<file path="src/rtl/ex_mult_unit.sv">
// Multi-cycle integer multiply unit: accepts one MUL-class op from the issue queue,
// waits LATENCY cycles, then holds the result on the CDB until the arbiter grants it.
module ex_mult_unit #(
    parameter int unsigned LATENCY = 4,
    parameter int unsigned XLEN    = 32
) (
    input  logic            clk,
    input  logic            rst_n,
    input  logic            issue_valid,
    input  logic [XLEN-1:0] issue_op1,
    input  logic [XLEN-1:0] issue_op2,
    input  logic [1:0]      issue_funct,
    input  logic [5:0]      issue_rd_tag,
    output logic            ex_done,
    output logic            cdb_req,
    input  logic            cdb_grant,
    output logic [5:0]      cdb_tag,
    output logic [XLEN-1:0] cdb_data,
    output logic            cdb_data_valid
);

    localparam logic [1:0] S_IDLE    = 2'd0;
    localparam logic [1:0] S_BUSY    = 2'd1;
    localparam logic [1:0] S_PUBLISH = 2'd2;

    localparam logic [1:0] FUNCT_MUL    = 2'b00;
    localparam logic [1:0] FUNCT_MULH   = 2'b01;
    localparam logic [1:0] FUNCT_MULHU  = 2'b11;

    localparam logic [3:0] CNT_INIT     = 4'(LATENCY - 1);
    localparam logic [1:0] ACCEPT_STATE = (LATENCY == 1) ? S_PUBLISH : S_BUSY;

    logic [1:0]      state_q, state_d;
    logic [3:0]      cnt_q, cnt_d;
    logic [5:0]      tag_q, tag_d;
    logic [XLEN-1:0] result_q, result_d;

    // One extra bit per operand lets a single signed multiplier cover all four
    // signedness combinations; zero-extension makes an operand read as unsigned.
    logic                     op1_signed, op2_signed;
    logic signed [XLEN:0]     op1_ext, op2_ext;
    logic signed [2*XLEN+1:0] product;
    logic [XLEN-1:0]          product_sel;
    logic                     product_unused;

    assign op1_signed     = (issue_funct != FUNCT_MULHU);
    assign op2_signed     = (issue_funct == FUNCT_MUL) || (issue_funct == FUNCT_MULH);
    assign op1_ext        = {op1_signed & issue_op1[XLEN-1], issue_op1};
    assign op2_ext        = {op2_signed & issue_op2[XLEN-1], issue_op2};
    assign product        = op1_ext * op2_ext;
    assign product_sel    = (issue_funct == FUNCT_MUL) ? product[XLEN-1:0]
                                                       : product[2*XLEN-1:XLEN];
    assign product_unused = ^product[2*XLEN+1:2*XLEN];

    // NOTE: every next-state signal takes its held value first so no path through
    // the case statement leaves one unassigned, which would infer a latch.
    always_comb begin
        state_d  = state_q;
        cnt_d    = cnt_q;
        tag_d    = tag_q;
        result_d = result_q;
        case (state_q)
            S_IDLE: begin
                if (issue_valid) begin
                    tag_d    = issue_rd_tag;
                    result_d = product_sel;
                    cnt_d    = CNT_INIT;
                    state_d  = ACCEPT_STATE;
                end
            end
            S_BUSY: begin
                cnt_d = cnt_q - 4'd1;
                if (cnt_q == 4'd1) begin
                    state_d = S_PUBLISH;
                end
            end
            S_PUBLISH: begin
                if (cdb_grant) begin
                    state_d = S_IDLE;
                end
            end
            default: state_d = S_IDLE;
        endcase
    end

    // NOTE: state registers use non-blocking assignments so every flop samples
    // the pre-edge value of its inputs regardless of statement order.
    always_ff @(posedge clk or negedge rst_n) begin
        if (!rst_n) begin
            state_q  <= S_IDLE;
            cnt_q    <= '0;
            tag_q    <= '0;
            result_q <= '0;
        end else begin
            state_q  <= state_d;
            cnt_q    <= cnt_d;
            tag_q    <= tag_d;
            result_q <= result_d;
        end
    end

    // ex_done is a pure state decode so it never loops back through the queue's issue mux.
    assign ex_done        = (state_q == S_IDLE);
    assign cdb_req        = (state_q == S_PUBLISH);
    assign cdb_data_valid = cdb_req && cdb_grant;
    assign cdb_tag        = tag_q;
    assign cdb_data       = result_q;

endmodule

</file>
<file path="config.mk">
export PLATFORM = sky130hd
export DESIGN_NAME = ex_mult_unit
export DESIGN_NICKNAME = d
export VERILOG_FILES = /design/src/rtl/ex_mult_unit.sv
export SDC_FILE = /design/constraint.sdc
export NUM_CORES = 2
export LEC_CHECK = 0
export CAP_MARGIN = 20
export CORE_MARGIN = 2
export CORE_UTILIZATION = 60
export CTS_CLUSTER_DIAMETER = 80
export CTS_CLUSTER_SIZE = 30
export DETAILED_ROUTE_END_ITERATION = 7
export DONT_BUFFER_PORTS = 1
export MAX_ROUTING_LAYER = met4
export PLACE_DENSITY_LB_ADDON = 0.12
export SLEW_MARGIN = 20
export SYNTH_ARGS = -nofsm -noshare
export SYNTH_HDL_FRONTEND = slang
export SYNTH_SLANG_ARGS = --single-unit
</file>
<file path="constraint.sdc">
create_clock -name clk -period 1.5 [get_ports clk]
set_input_delay 0.3 -clock clk [delete_from_list [all_inputs] [get_ports clk]]
set_output_delay 0.3 -clock clk [all_outputs]
set_load 0.05 [all_outputs]
</file>
### Word level (Yosys, flattened, before mapping)

Index checks and enable logic that the tools add are counted.

| storage, ports and cells | value |
|---|---|
| flip-flop bits (word level) | 44 |
| input bits | 76 |
| output and inout port bits | 41 |
| word-level logic and storage cells | 31 |

| operators by class | value |
|---|---|
| add/sub/neg operators | 1 |
| $mul | 1 |
| equality and inequality tests | 8 |
| mux-type cells | 7 |
| bitwise logic cells | 2 |
| reductions and logical operators | 8 |

Operator list:

| cell | number |
|---|---|
| $mul 33x33->64 | 1 |
| $mux 32 | 1 |
| $pmux 4 s2 | 1 |
| $mux 2 | 3 |
| $ne 2x2->1 const B | 3 |
| $pmux 2 s3 | 1 |
| $eq 2x1->1 const B | 2 |
| $eq 4x1->1 const B | 1 |
| $logic_not 2->1 | 2 |
| $mux 4 | 1 |
| $reduce_and 2->1 | 2 |
| $sub 4x1->4 const B | 1 |
| $reduce_and 3->1 | 1 |
| $and 1x1->1 | 2 |
| $eq 2x2->1 const B | 1 |
| $ne 2x1->1 const B | 1 |
| $reduce_bool 2->1 | 1 |
| $logic_and 1x1->1 | 1 |
| $logic_or 1x1->1 | 1 |

### Depth between registers and ports, before layout

| logic depth | value |
|---|---|
| depth after elaboration | 5 |
| gate-level depth with buffers | 30 |
| depth with buffers taken out | 28 |

### Least setup slack after synthesis

Ideal clock, no wire load.

| timing | value |
|---|---|
| path kind | input to register |
| from | input port issue_op1[31] |
| to | register result_q[30], in the netlist cdb_data[30] |
| setup time | 0.066 ns |
| data arrival time | 7.612 ns |
| required time | 1.434 ns |
| setup slack | -6.178 ns |
| stages | 23 |
| path buffers | 1 |
| path through | a21boi_1 > clkbuf_1 > nand2_1 > inv_1 > fa_1 > fa_1 > fa_1 > fa_1 > inv_1 > fa_1 > fa_1 > fa_1 > fa_1 > inv_1 > ha_1 > inv_1 > nor2_1 > and2_2 > nand4_1 > or4_4 > a2111o_1 > o21ai_1 > o22a_1 |

| between the ends | value |
|---|---|
| longest elaborated chain between the ends | 3 |

Ends and longest elaborated chain:

| what | line | source |
|---|---|---|
| start, declared | 10 | `input logic [XLEN-1:0] issue_op1,` |
| $and 1x1->1 | 48 | `assign op1_ext = {op1_signed & issue_op1[XLEN-1], issue_op1};` |
| $mul 33x33->64 * | 50 | `assign product = op1_ext * op2_ext;` |
| $mux 32 * | 51 | `assign product_sel = (issue_funct == FUNCT_MUL) ? product[XLEN-1:0]` |
| end signal, assigned | 98 | `result_q <= result_d;` |
| end, declared | 36 | `logic [XLEN-1:0] result_q, result_d;` |

Mark *: on every way between the ends. The rest lies on a longest branch, timed or not.
A chain may end at the register's enable or synchronous reset.

### Worst setup path after layout

| timing | value |
|---|---|
| from | input port issue_op1[31] |
| to | register result_q[19], in the netlist cdb_data[19] |

The elaborated chain is that of the path after synthesis.

==> impl_metrics.py <==
metrics = {
    "run_status": {
        "outcome": "finished, violations left",
        "violations": "negative setup slack",
    },
    "clock_tree": {
        "path_clk_slew_ns": 0.07,
        "cts_made_buffers": 5,
        "root_buffer": "clkbuf_16",
        "clk_path_buf_depth": 2,
        "clk_latency_ns": 0.29,
        "clock-sinks": 44,
        "cts_max_level": 2,
        "cts_tree": "done",
    },
    "sta": {
        "maxSlewHeadroom": 0.574,
        "min_period_ns": 7.17,
        "post-route-period-util": 4.78,
        "skew_ns": 0.00465,
        "clock.fmax_ghz": 0.139,
        "hold_viol": 0,
        "hold_ws_ns": 0.113,
        "worstMarginPinSlew_ns": 0.639,
        "drv_slew": 0,
        "finalSetupTns_ns": -171.72,
        "rsz0062_at_grt": "true",
        "setup_violations": 32,
        "worst_slack_ns": -5.67,
    },
    "layout": {
        "final_util": 0.672,
        "multi_input_area_um2": 34900,
        "fill_cells": 5352,
        "n_antenna_cell": 0,
        "layout.nets": 5926,
        "area_growth_pct": 10.8,
        "layout_common_cells": "fa_1, inv_1, nand2_1",
        "seq_area_um2": 1100,
        "layout_commonest_cell": "fa_1",
        "final_layout_size_suffix_gt1_frac": 0.130,
    },
    "synthesis": {
        "seq_area_frac_synth": 0.0276,
        "async_reset_ff_frac": 1.00,
        "ys_warn_count": 0,
        "ys_dominant_reg_cell": "dfrtp_1",
        "syn_area_um2": 39900,
        "ys_seq_elements": 44,
        "avgSynthCellArea_um2": 9.08,
        "synth_top_area_cell": "fa_1",
        "yosys.cell_types.count": 71,
        "yosysTopAreaCellShare": 0.565,
        "postSynthCellCount": 4395,
        "synth_nets": 5810,
        "synth_area_leaders": "fa_1, inv_1, nand2_1",
        "synth_edf_count": 0,
    },
    "detailed_routing": {
        "wl_per_cell_um": 19.5,
        "routed.top_layer": "met4",
        "ant_nets": 0,
        "wl_met3_um": 5970,
        "wl_met2_um": 54600,
        "vias_per_cell": 5.50,
        "wl_met1_um": 40600,
        "routed_wirelength_um": 105000,
        "num_vias": 29600,
        "first_iter_violations": 1678,
        "drc_errors": 0,
        "drt-pass1-iter-count": 5,
    },
    "floorplan": {
        "rows": 94,
        "start_util": 0.607,
        "dieHeight_um": 262,
        "ioPinCount": 117,
        "dieArea_um2": 68600,
        "core_um2": 65700,
        "die_x_um": 262,
    },
    "job": {
        "max-cap-violations": 0,
    },
    "setup_path": {
        "worstPathMaxFanout": 33,
        "endpoint_kind": "flop",
        "worstReg2RegStart": "state_q[0]$_DFFE_PN0P_",
        "cp-endpoint": "cdb_data[19]$_DFFE_PN0P_",
        "crit_start": "issue_op1[31]",
        "critPathRequiredTime_ns": 1.72,
        "r2r_slack_ns": -0.19,
        "crit_type": "in2reg",
        "worstPathArrival_ns": 7.40,
        "rr_endpoint": "cdb_data[18]$_DFFE_PN0P_",
        "critPathLaunchType": "input pin",
        "ff2ff_path_depth": 7,
    },
    "global_route": {
        "grt_remaining_overflow": 0,
        "grt_usage": 0.335,
        "grt_max_degree": 45,
        "grt_pass1_wl_um": 173000,
        "first_global_vias": 32900,
        "grt_antenna_before_repair": 2,
    },
    "min_path": {
        "hold_class": "in2reg",
        "min_from": "issue_rd_tag[5]",
    },
    "placement": {
        "port_buffers": 0,
        "hpwl_um": 87100,
        "gp_congestion": 0.960,
    },
}
## per-stage QoR
step	setup slack, ns	cells	area [um2]
final	-5.67	5376	44200
after floorplan	-5.75	4395	40500
after global placement	-5.96	5338	42800
after global routing	-5.90	5376	44200
after CTS	-5.62	5362	43700
after detailed placement	-6.08	5338	42800
## sequential cells by signal, indices dropped and copies added (netlist names)
signal,cells
state_q,2
cdb_tag,6
cnt_q,4
cdb_data,32
## layout make-up
class,instances,share of cell area
clock buffer,5,0.00283
clock inverter,3,0.000962
multi-input combinational,3025,0.790
inverter,1089,0.0927
sequential,44,0.0249
tap,864,0.0245
timing repair buffer,346,0.0640
## worst min-delay path by stage
stage,slack (ns),cells after the start,end
floorplan,0.004,0,cdb_data[0]$_DFFE_PN0P_
global route,0.13,2,cdb_tag[4]$_DFFE_PN0P_
finish,0.11,2,cdb_tag[5]$_DFFE_PN0P_
CTS,0.12,2,cdb_tag[4]$_DFFE_PN0P_
detailed placement,0.005,0,cdb_tag[4]$_DFFE_PN0P_
global placement,0.005,0,cdb_tag[4]$_DFFE_PN0P_
## timing repair
action,in CTS,in global routing
setup buffers,17,19
pin swaps,98,111
gates resized for setup,131,87
endpoints found under the setup margin,34,36
endpoints found under the hold margin,44,0
hold buffers,2,0
## worst max-delay path, cell delays in order
cell and delay, ns:
a21boi_4 0.13, buf_12 0.14, and2_4 0.17, fa_2 0.62, inv_4 0.06, fa_1 0.49, inv_2 0.04, fa_1 0.47
fa_1 0.52, inv_2 0.04, fa_1 0.50, fa_1 0.60, inv_1 0.06, fa_1 0.47, fa_1 0.54, ha_4 0.21
a21o_1 0.17, a31o_4 0.23, a2111oi_4 0.29, o21ai_1 0.11, o21a_1 0.13, a22o_1 0.21, a31oi_4 0.28, buf_6 0.15
mux2i_2 0.22, a31oi_1 0.12, o21ai_1 0.12
## kinds of logic after synthesis
group / count (synthesis) / share of synthesized area
buffers and inverters: 1326 / 0.127
XOR/XNOR: 71 / 0.0156
adder cells (fa/ha/maj): 1339 / 0.632
AND/OR/NAND/NOR: 1329 / 0.152
AO/OA/AOI/OAI: 279 / 0.0445
flip-flops: 44 / 0.0276
multiplexers: 7 / 0.00179
## synth_stat cells, types with 3 or more instances
cell type and count:
a2111oi_0 3, a211oi_1 7, a21o_1 31, a21oi_1 97, a221oi_1 5, a2bb2oi_1 3, a31oi_1 6, and2_1 326
and3_1 8, buf_4 3, buf_6 3, clkbuf_1 226, clkbuf_8 4, dfrtp_1 44, fa_1 1125, ha_1 214
inv_1 1089, mux2i_1 6, nand2_1 817, nand2b_1 12, nand3_1 23, nand4_1 18, nor2_1 72, nor2b_1 9
nor3_1 13, o211ai_1 5, o21a_1 9, o21ai_0 32, o21ai_1 28, o21bai_1 15, o22ai_1 3, o31ai_1 6
or2_1 3, or2_2 10, or3_1 4, xnor2_1 51, xor2_1 20
## routing by layer
metal	GRT usage	up-vias
met3	0.0294	231
met4	0.106	0
met1	0.422	15500
met5	-	-
li1	-	12800
met2	0.577	1020
Power is left out: the tool's default activity adds up to more than one toggle a clock period on the data nets, which glitch-free logic cannot reach.
